$ cat src/rtl/jtframe_mc2_pkg.sv
// Shared definitions for the Multicore 2 serial joystick front end.
package jtframe_mc2_pkg;

    // Serial reader sequence, one step per tick (ST_FRAME excepted)
    typedef enum logic [2:0] {
        ST_LOAD,
        ST_REL,
        ST_LOW,
        ST_HIGH,
        ST_SEL,
        ST_WAIT,
        ST_FRAME
    } joy_state_e;

    // Raw bits used per pad inside one page (low = pressed)
    localparam int unsigned PAD_RAW_W = 6;
    localparam int unsigned PAD_OUT_W = 8;

    // Raw bit positions within a pad's byte of a page
    localparam int unsigned BIT_UP    = 0;
    localparam int unsigned BIT_DOWN  = 1;
    localparam int unsigned BIT_LEFT  = 2;
    localparam int unsigned BIT_RIGHT = 3;
    localparam int unsigned BIT_P6    = 4;
    localparam int unsigned BIT_P9    = 5;

    // Bit positions inside joy*_o: {start,A,C,B,right,left,down,up}
    localparam int unsigned OUT_UP    = 0;
    localparam int unsigned OUT_DOWN  = 1;
    localparam int unsigned OUT_LEFT  = 2;
    localparam int unsigned OUT_RIGHT = 3;
    localparam int unsigned OUT_B     = 4;
    localparam int unsigned OUT_C     = 5;
    localparam int unsigned OUT_A     = 6;
    localparam int unsigned OUT_START = 7;

    // Decoded result for one pad
    typedef struct packed {
        logic [PAD_OUT_W-1:0] joy;
        logic                 md;
    } pad_dec_t;

endpackage

$ cat src/rtl/jtframe_mc2_joydec.sv
// Combinational decode of one pad's two select pages into an active-high word.
module jtframe_mc2_joydec
    import jtframe_mc2_pkg::*;
(
    input  logic [PAD_RAW_W-1:0] p0,
    input  logic [PAD_RAW_W-1:0] p1,
    output pad_dec_t             dec_c
);

    logic md;

    // Mega Drive pads pull left and right low while select is low
    always_comb begin
        md                     = ~p1[BIT_LEFT] & ~p1[BIT_RIGHT];
        dec_c                  = '0;
        dec_c.md               = md;
        dec_c.joy[OUT_UP]      = ~p0[BIT_UP];
        dec_c.joy[OUT_DOWN]    = ~p0[BIT_DOWN];
        dec_c.joy[OUT_LEFT]    = ~p0[BIT_LEFT];
        dec_c.joy[OUT_RIGHT]   = ~p0[BIT_RIGHT];
        dec_c.joy[OUT_B]       = ~p0[BIT_P6];
        dec_c.joy[OUT_C]       = ~p0[BIT_P9];
        dec_c.joy[OUT_A]       = md & ~p1[BIT_P6];
        dec_c.joy[OUT_START]   = md & ~p1[BIT_P9];
    end

endmodule

$ cat src/rtl/jtframe_mc2_joyser.sv
// Multicore 2 serial joystick reader: drives the 74HC165 chain, reads two
// select pages per frame and publishes filtered active-high pad words.
module jtframe_mc2_joyser
    import jtframe_mc2_pkg::*;
#(
    parameter int unsigned DIV    = 8,
    parameter int unsigned SETTLE = 4,
    parameter int unsigned NBITS  = 16
) (
    input  logic       clk_sys,
    input  logic       rst,
    output logic       joy_clock_o,
    output logic       joy_load_o,
    output logic       joyX_p7_o,
    input  logic       joy_data_i,
    output logic [7:0] joy1_o,
    output logic [7:0] joy2_o,
    output logic [1:0] md_pad_o,
    output logic       valid_o
);

    localparam int unsigned DIV_W   = $clog2(DIV);
    localparam int unsigned CNT_W   = $clog2(NBITS);
    localparam int unsigned SET_W   = (SETTLE > 1) ? $clog2(SETTLE) : 1;
    localparam int unsigned FRAME_W = 2 * NBITS;

    joy_state_e         state_q, state_d;
    logic [DIV_W-1:0]   div_q;
    logic               tick_c;
    logic [CNT_W-1:0]   bit_q, bit_d;
    logic [SET_W-1:0]   set_q, set_d;
    logic               page_q, page_d;
    logic [NBITS-1:0]   pg0_q, pg0_d, pg1_q, pg1_d;
    logic               clock_d, load_d, p7_d;
    logic               frame_end_c;
    logic [FRAME_W-1:0] prev_q;
    logic               have_prev_q;
    logic [FRAME_W-1:0] frame_c;
    pad_dec_t           dec1_c, dec2_c;

    assign tick_c  = (div_q == DIV_W'(DIV - 1));
    assign frame_c = {pg1_q, pg0_q};

    // Tick divider; held during the single-cycle FRAME step
    always_ff @(posedge clk_sys or posedge rst) begin
        if (rst) begin
            div_q <= '0;
        end else if (state_q == ST_FRAME || tick_c) begin
            div_q <= '0;
        end else begin
            div_q <= div_q + DIV_W'(1);
        end
    end

    // Sequencer state and registered chain controls
    always_ff @(posedge clk_sys or posedge rst) begin
        if (rst) begin
            state_q     <= ST_LOAD;
            bit_q       <= '0;
            set_q       <= '0;
            page_q      <= 1'b0;
            pg0_q       <= '1;
            pg1_q       <= '1;
            joy_clock_o <= 1'b0;
            joy_load_o  <= 1'b1;
            joyX_p7_o   <= 1'b1;
        end else begin
            state_q     <= state_d;
            bit_q       <= bit_d;
            set_q       <= set_d;
            page_q      <= page_d;
            pg0_q       <= pg0_d;
            pg1_q       <= pg1_d;
            joy_clock_o <= clock_d;
            joy_load_o  <= load_d;
            joyX_p7_o   <= p7_d;
        end
    end

    // Next-state and chain control decode
    always_comb begin
        state_d     = state_q;
        bit_d       = bit_q;
        set_d       = set_q;
        page_d      = page_q;
        pg0_d       = pg0_q;
        pg1_d       = pg1_q;
        clock_d     = joy_clock_o;
        load_d      = joy_load_o;
        p7_d        = joyX_p7_o;
        frame_end_c = 1'b0;
        case (state_q)
            ST_LOAD: if (tick_c) begin
                load_d  = 1'b0;
                state_d = ST_REL;
            end
            ST_REL: if (tick_c) begin
                load_d  = 1'b1;
                bit_d   = '0;
                state_d = ST_LOW;
            end
            ST_LOW: if (tick_c) begin
                clock_d = 1'b0;
                if (page_q) pg1_d[bit_q] = joy_data_i;
                else        pg0_d[bit_q] = joy_data_i;
                state_d = ST_HIGH;
            end
            ST_HIGH: if (tick_c) begin
                clock_d = 1'b1;
                if (bit_q == CNT_W'(NBITS - 1)) begin
                    state_d = ST_SEL;
                end else begin
                    bit_d   = bit_q + CNT_W'(1);
                    state_d = ST_LOW;
                end
            end
            ST_SEL: if (tick_c) begin
                clock_d = 1'b0;
                p7_d    = ~joyX_p7_o;
                set_d   = '0;
                state_d = ST_WAIT;
            end
            ST_WAIT: if (tick_c) begin
                if (set_q == SET_W'(SETTLE - 1)) begin
                    if (page_q) begin
                        state_d = ST_FRAME;
                    end else begin
                        page_d  = 1'b1;
                        state_d = ST_LOAD;
                    end
                end else begin
                    set_d = set_q + SET_W'(1);
                end
            end
            ST_FRAME: begin
                frame_end_c = 1'b1;
                page_d      = 1'b0;
                state_d     = ST_LOAD;
            end
            default: state_d = ST_LOAD;
        endcase
    end

    jtframe_mc2_joydec u_dec1 (
        .p0    (pg0_q[PAD_RAW_W-1:0]),
        .p1    (pg1_q[PAD_RAW_W-1:0]),
        .dec_c (dec1_c)
    );

    jtframe_mc2_joydec u_dec2 (
        .p0    (pg0_q[8 +: PAD_RAW_W]),
        .p1    (pg1_q[8 +: PAD_RAW_W]),
        .dec_c (dec2_c)
    );

    // Two-frame agreement filter; the first frame after reset never publishes
    always_ff @(posedge clk_sys or posedge rst) begin
        if (rst) begin
            prev_q      <= '1;
            have_prev_q <= 1'b0;
            joy1_o      <= '0;
            joy2_o      <= '0;
            md_pad_o    <= '0;
            valid_o     <= 1'b0;
        end else begin
            valid_o <= 1'b0;
            if (frame_end_c) begin
                prev_q      <= frame_c;
                have_prev_q <= 1'b1;
                if (have_prev_q && frame_c == prev_q) begin
                    joy1_o   <= dec1_c.joy;
                    joy2_o   <= dec2_c.joy;
                    md_pad_o <= {dec2_c.md, dec1_c.md};
                    valid_o  <= 1'b1;
                end
            end
        end
    end

endmodule

$ cat config.mk
export PLATFORM = sky130hd
export DESIGN_NAME = jtframe_mc2_joyser
export DESIGN_NICKNAME = d
export VERILOG_FILES = /design/src/rtl/jtframe_mc2_pkg.sv /design/src/rtl/jtframe_mc2_joydec.sv /design/src/rtl/jtframe_mc2_joyser.sv
export SDC_FILE = /design/constraint.sdc
export NUM_CORES = 1
export LEC_CHECK = 0
export ABC_AREA = 0
export CAP_MARGIN = 20
export CORE_ASPECT_RATIO = 0.75
export CORE_MARGIN = 4
export CORE_UTILIZATION = 25
export DETAILED_ROUTE_END_ITERATION = 6
export GPL_TIMING_DRIVEN = 0
export HOLD_SLACK_MARGIN = 0.03
export SLEW_MARGIN = 20
export SYNTH_ARGS = -nofsm -noshare
export SYNTH_HDL_FRONTEND = slang
export SYNTH_HIERARCHICAL = 1
export SYNTH_SLANG_ARGS = --single-unit
$ cat constraint.sdc
create_clock -name clk_sys -period 3.8 [get_ports clk_sys]
set_input_delay 0.38 -clock clk_sys [delete_from_list [all_inputs] [get_ports clk_sys]]
set_output_delay 0.38 -clock clk_sys [all_outputs]
set_load 0.05 [all_outputs]
==> Word level (Yosys, flattened, before mapping) <==
Cells that the tools add are included.
{ "word_totals": {"ff_bits": 100, "input_bits": 3, "out_inout_bits": 22} }
{ "op_classes": {"addsub": 3, "n_lt_le_gt_ge": 2, "eq_ne": 20, "mux": 33, "n_bitwise": 28, "reduce_logical": 20} }
{ "op_table": {"columns": ["cell", "n"], "rows": [
  ["$bwmux 16", 2],
  ["$eq 32x32->1", 1],
  ["$mux 3", 10],
  ["$not 1->1", 22],
  ["$ne 2x2->1 const B", 9],
  ["$pmux 3 s6", 1],
  ["$reduce_and 3->1", 5],
  ["$eq 3x3->1 const B", 4],
  ["$mux 4", 3],
  ["$reduce_bool 2->1", 5],
  ["$mux 1", 8],
  ["$pmux 4 s2", 1],
  ["$reduce_and 4->1", 2],
  ["$reduce_and 7->1", 1],
  ["$and 1x1->1", 6],
  ["$eq 3x2->1 const B", 2],
  ["$mux 2", 3],
  ["$pmux 1 s2", 3],
  ["$lt 4x5->1 const B", 1],
  ["$add 4x1->4 const B", 1],
  ["$demux 1 s4", 1],
  ["$eq 4x4->1 const B", 1],
  ["$ge 4x1->1 const B", 1],
  ["$pmux 2 s2", 1],
  ["other kinds (10)", 12]
]} }

==> Longest topological paths before layout <==
{ "depth": {"depth_word": 5, "mapped_depth": 8} }

==> Hierarchy <==
Netlist, hierarchy kept.
{ "by_module_without_submodules": {"columns": ["mod", "n_inst", "cells_each", "area_per_inst_um2"], "rows": [
  ["jtframe_mc2_joyser", 1, 426, 4707.0],
  ["jtframe_mc2_joydec", 2, 10, 43.8]
]} }

==> Worst setup path before layout <==
Ideal clock, no wire load.
{ "synth_timing": {"path_kind": "register -> register", "startpoint": "register pg1_q[10]", "endpoint": "register joy1_o[6]", "setup_ps": 125, "arrival_time_ps": 1859, "required_time_ps": 3675, "setup_slack_ps": 1816, "path_stages_with_launch": 7, "path_buffers": 1, "synth_period_minus_slack_ps": 1984, "path_cell_list": "dfstp_2 -> xnor2_1 -> nand4_1 -> nor4b_4 -> nand4_4 -> buf_6 -> mux2_4"} }
{ "synth_between": {"elab_chain_len": 3} }
{ "synth_rtl": {"columns": ["item", "line", "source"], "rows": [
  ["from (decl)", "jtframe_mc2_joyser.sv:33", "logic [NBITS-1:0] pg0_q, pg0_d, pg1_q, pg1_d;"],
  ["from (signal assigned)", "jtframe_mc2_joyser.sv:73", "pg1_q <= pg1_d;"],
  ["$eq 32x32->1", "jtframe_mc2_joyser.sv:170", "if (have_prev_q && frame_c == prev_q) begin"],
  ["$logic_and 1x1->1", "jtframe_mc2_joyser.sv:170", null],
  ["$reduce_and 2->1 (no line)", null, null],
  ["to (signal assigned)", "jtframe_mc2_joyser.sv:171", "joy1_o <= dec1_c.joy;"],
  ["to (decl)", "jtframe_mc2_joyser.sv:16", "output logic [7:0] joy1_o,"]
]} }
Every way passes these cells.
A chain may end at the register's enable or synchronous reset.

==> Final worst setup path <==
{ "layout_timing": {"startpoint": "register pg0_q[10]", "endpoint": "register joy2_o[3]"} }
{ "layout_between": {"elab_chain_len": 3} }
{ "layout_rtl": {"columns": ["item", "line", "source"], "rows": [
  ["from (decl)", "jtframe_mc2_joyser.sv:33", null],
  ["from (signal assigned)", "jtframe_mc2_joyser.sv:72", "pg0_q <= pg0_d;"],
  ["$eq 32x32->1", "jtframe_mc2_joyser.sv:170", null],
  ["$logic_and 1x1->1", "jtframe_mc2_joyser.sv:170", null],
  ["$reduce_and 2->1 (no line)", null, null],
  ["to (signal assigned)", "jtframe_mc2_joyser.sv:172", "joy2_o <= dec2_c.joy;"],
  ["to (decl)", "jtframe_mc2_joyser.sv:17", "output logic [7:0] joy2_o,"]
]} }
Every way passes these cells.

==> metrics.md <==
| Metric | Value |
|---|---|
| Routed via count | 3,223 |
| Core box area | 0.01867 mm^2 |
| CTS Buf Count | 9 |
| Starting density of the core | 0.2568 |
| Worst Path Arrival | 2520 ps |
| Worst Hold Slack | 422.9 ps |
| First drt pass iteration count | 4 |
| Die Wd | 167.9 um |
| Avg Inst Size Synth | about 11 um^2 |
| RSZ-0062 raised after global routing | false |
| Actual slew at the worst max-slew pin | 701.3 ps |
| Slew Limit Fails | 0 |
| Worst r2r src | pg0_q[10] |
| Cells after Synth | 446 |
| Synth Warn # | 6 |
| Die Y | 127.9 um |
| CTS tree | done |
| CP Class | reg2reg |
| Max-cap violations | 0 |
| Compound-Gate Fraction of Synth Area | 0.02349 |
| Post-synthesis register bit count | 100 |
| Die Area | 0.02148 mm^2 |
| Worst Setup Slack, final | between 1500 and 2000 ps |
| Clk buf depth | 2 |
| Hold crit path type | in2async |
| Outcome | completed |
| ANT nets after route | 0 |
| Startpoint Class | flop |
| First-pass GRT wire length | 17.66 mm |
| Later-pin clock latency in the skew report | 350 ps |
| Ant. Diodes | 0 |
| Leakage power | 0.002426 uW |
| Final hold viol count | 0 |
| Syn Nets | 456 |
| # rows | 43 |
| Vias in the first global route | 3,373 |
| Clock root buffer | clkbuf_16 |
| Post-CTS Setup Bufs | 0 |
| Max H-tree Level | 3 |
| Drt total wl | 10.56 mm |
| Initial antenna violation count | 0 |
| Gpl congestion | between 0.7 and 0.8 |
| Largest net degree at the start of global routing | between 50 and 60 |
| Tmin final | around 2300 ps |
| Residual DRC | 0 |
| WL per Instance | 14.39 um |
| NumNets Final | 492 |
| Initial DRC Count | 225 |
| Netlist cell types | 41 |
| Fraction of synthesized cell area in xor and xnor cells | 0.06211 |
| # hold bufs at CTS | 0 |
| P&R area growth vs syn | 19.39% |
| Multiplexer area fraction after synthesis | 0.1276 |
| Maximum vdd ir drop | 0.1758 mV |
| Required @ worst endpoint | approximately 4000 ps |
| Num ports | 25 |
| Power per cell area | 394.6 mW/mm^2 |
| CTS resizes | 0 |
| Seq/Total Area, Yosys | 0.5391 |
| Worst setup EP type | flop |
| Clock-pin slew on the worst setup and hold paths | 70 ps |
| Slew HR | 0.5307 |
| Achievable frequency | between 400 and 500 MHz |
| Layout cells sized above 1 | 0.3101 |
| Mapped Area | between 0.004 and 0.005 mm^2 |
| CP Launch Point | pg0_q[10] |
| Hpwl dp | roughly 7.6 mm |
| Post-Synth Simple-Gate Area | 0.1895 |
| Adder-cell share of the synthesized area | 0.01827 |
| Combinational family with the most area after synthesis | simple AND/OR/NAND/NOR gates |
| Total track usage | 0.1032 |
| Fin crit share | 0.6031 |
| Worst slack at placement | 1481 ps |
| IO Port Bufs | 24 |
| Clk sinks | 100 |
| Via density | 4.391 |
| Finish-stage setup viols | 0 |
| Critical Path Fanout Max | 10 |
| Fin Clk Skew | 9.555 ps |
| Grt total ovfl | 0 |
==> area by class of cell <==
cell class | instances | area, um^2
flip-flops and latches | 100 | 2585
clock buffers | 9 | 225.2
inverters | 18 | 72.57
well taps | 247 | 309.0
plain buffers | 26 | 123.9
repair buffers | 25 | 267.8
clock inverters | 7 | 122.6
fillers | 1889 | 12940
multi-input cells | 302 | 2018
==> cells in the mapped netlist <==
cell type,instances,share of area
nor2b_4,1,0.0029
dfstp_2,66,0.36
nand2b_1,1,0.0013
ha_1,7,0.018
a22oi_1,1,0.0016
inv_2,1,0.00078
o21ai_0,7,0.0073
nand2_1,112,0.088
nor3b_2,1,0.0026
nand3_1,32,0.033
xnor2_1,25,0.046
nor4b_4,1,0.0050
clkbuf_1,15,0.012
a21oi_1,5,0.0052
nor2b_1,3,0.0039
buf_4,4,0.0063
buf_1,3,0.0023
and3_1,2,0.0026
a31oi_1,1,0.0013
nor3_1,8,0.0084
nor3b_1,3,0.0047
a211oi_1,1,0.0016
a22o_1,1,0.0018
nor4_1,2,0.0026
buf_6,1,0.0023
o22ai_1,1,0.0013
nand4_4,1,0.0044
buf_2,3,0.0031
nand3b_1,2,0.0031
and2_1,1,0.0013
mux2_4,10,0.031
a211o_1,1,0.0018
o31ai_1,1,0.0016
mux2_2,41,0.096
nand4_1,7,0.0091
xor2_1,9,0.016
nand3_4,1,0.0037
nor3_2,2,0.0042
dfrtp_1,34,0.18
nor2_1,11,0.0086
inv_1,17,0.013
==> power by group <==
part	leakage, uW	internal, uW	total [uW]	switching [uW]
clock network	0.000162	647	1060	415
logic	0.00112	33.0	76.9	43.9
registers	0.00114	1100	1120	21.3
total	0.00243	1780	2260	480
==> final timing paths <==
kind | to | cells after the start | slack (ps)
setup / recovery | joy2_o[3] | 6 | 1510
hold / removal | joy1_o[7] | 2 | 420
setup reg to reg | joy2_o[3] | 6 | 1510
hold reg to reg | div_q[0] | 1 | 460
max in group asynchronous | prev_q[2] | 3 | 2690
min in group clk_sys | div_q[0] | 1 | 460
==> sequential cells by signal, indices dropped and copies added (netlist names), 2 cells and up <==
name / cells
prev_q: 32
pg0_q: 16
pg1_q: 16
joy1_o: 8
joy2_o: 8
bit_q: 4
div_q: 3
state_q: 3
md_pad_o: 2
set_q: 2
==> layer usage <==
metal,track usage,share of wire,wire length (um)
met1,0.1541,0.51,5391
met2,0.1501,0.43,4524
met3,0.02898,0.056,589
met4,0.01861,0.0053,56
met5,0,0,0
==> per-stage QoR <==
stage	utilization	cell area, um^2	instances	TNS, ps	power (uW)
2_1_floorplan	-	4795	446	0	1185
6_report	0.3066	5724	734	0	2259
5_1_grt	0.3066	5724	734	0	2342
4_1_cts	0.3066	5724	734	0	2289
3_3_place_gp	0.2862	5344	717	-17510	1208
3_5_place_dp	0.2880	5376	718	0	1216
==> logic make-up after synthesis <==
logic type	count (synthesis)
AO/OA/AOI/OAI	19
AND/OR/NAND/NOR	191
buffers and inverters	44
multiplexers	51
XOR/XNOR	34
flip-flops	100
adder cells (fa/ha/maj)	7
==> critical path, stage by stage, from the launching register on <==
cell and delay [ps]:
dfstp_2 570, xnor2_1 140, nand4_1 220, nor4b_4 380, nand4_4 290, buf_6 270, mux2_4 300
==> cells in the final DEF (no fill, tap or decap), types with 10 or more instances in the layout <==
cell,count
clkbuf_1,15
inv_1,16
dfrtp_1,34
mux2_4,10
xnor2_1,25
clkdlybuf4s50_1,24
mux2_2,41
nor2_1,11
nand3_1,32
dfstp_2,66
nand2_1,112
Note: power is estimated with default switching activity, not from simulation.
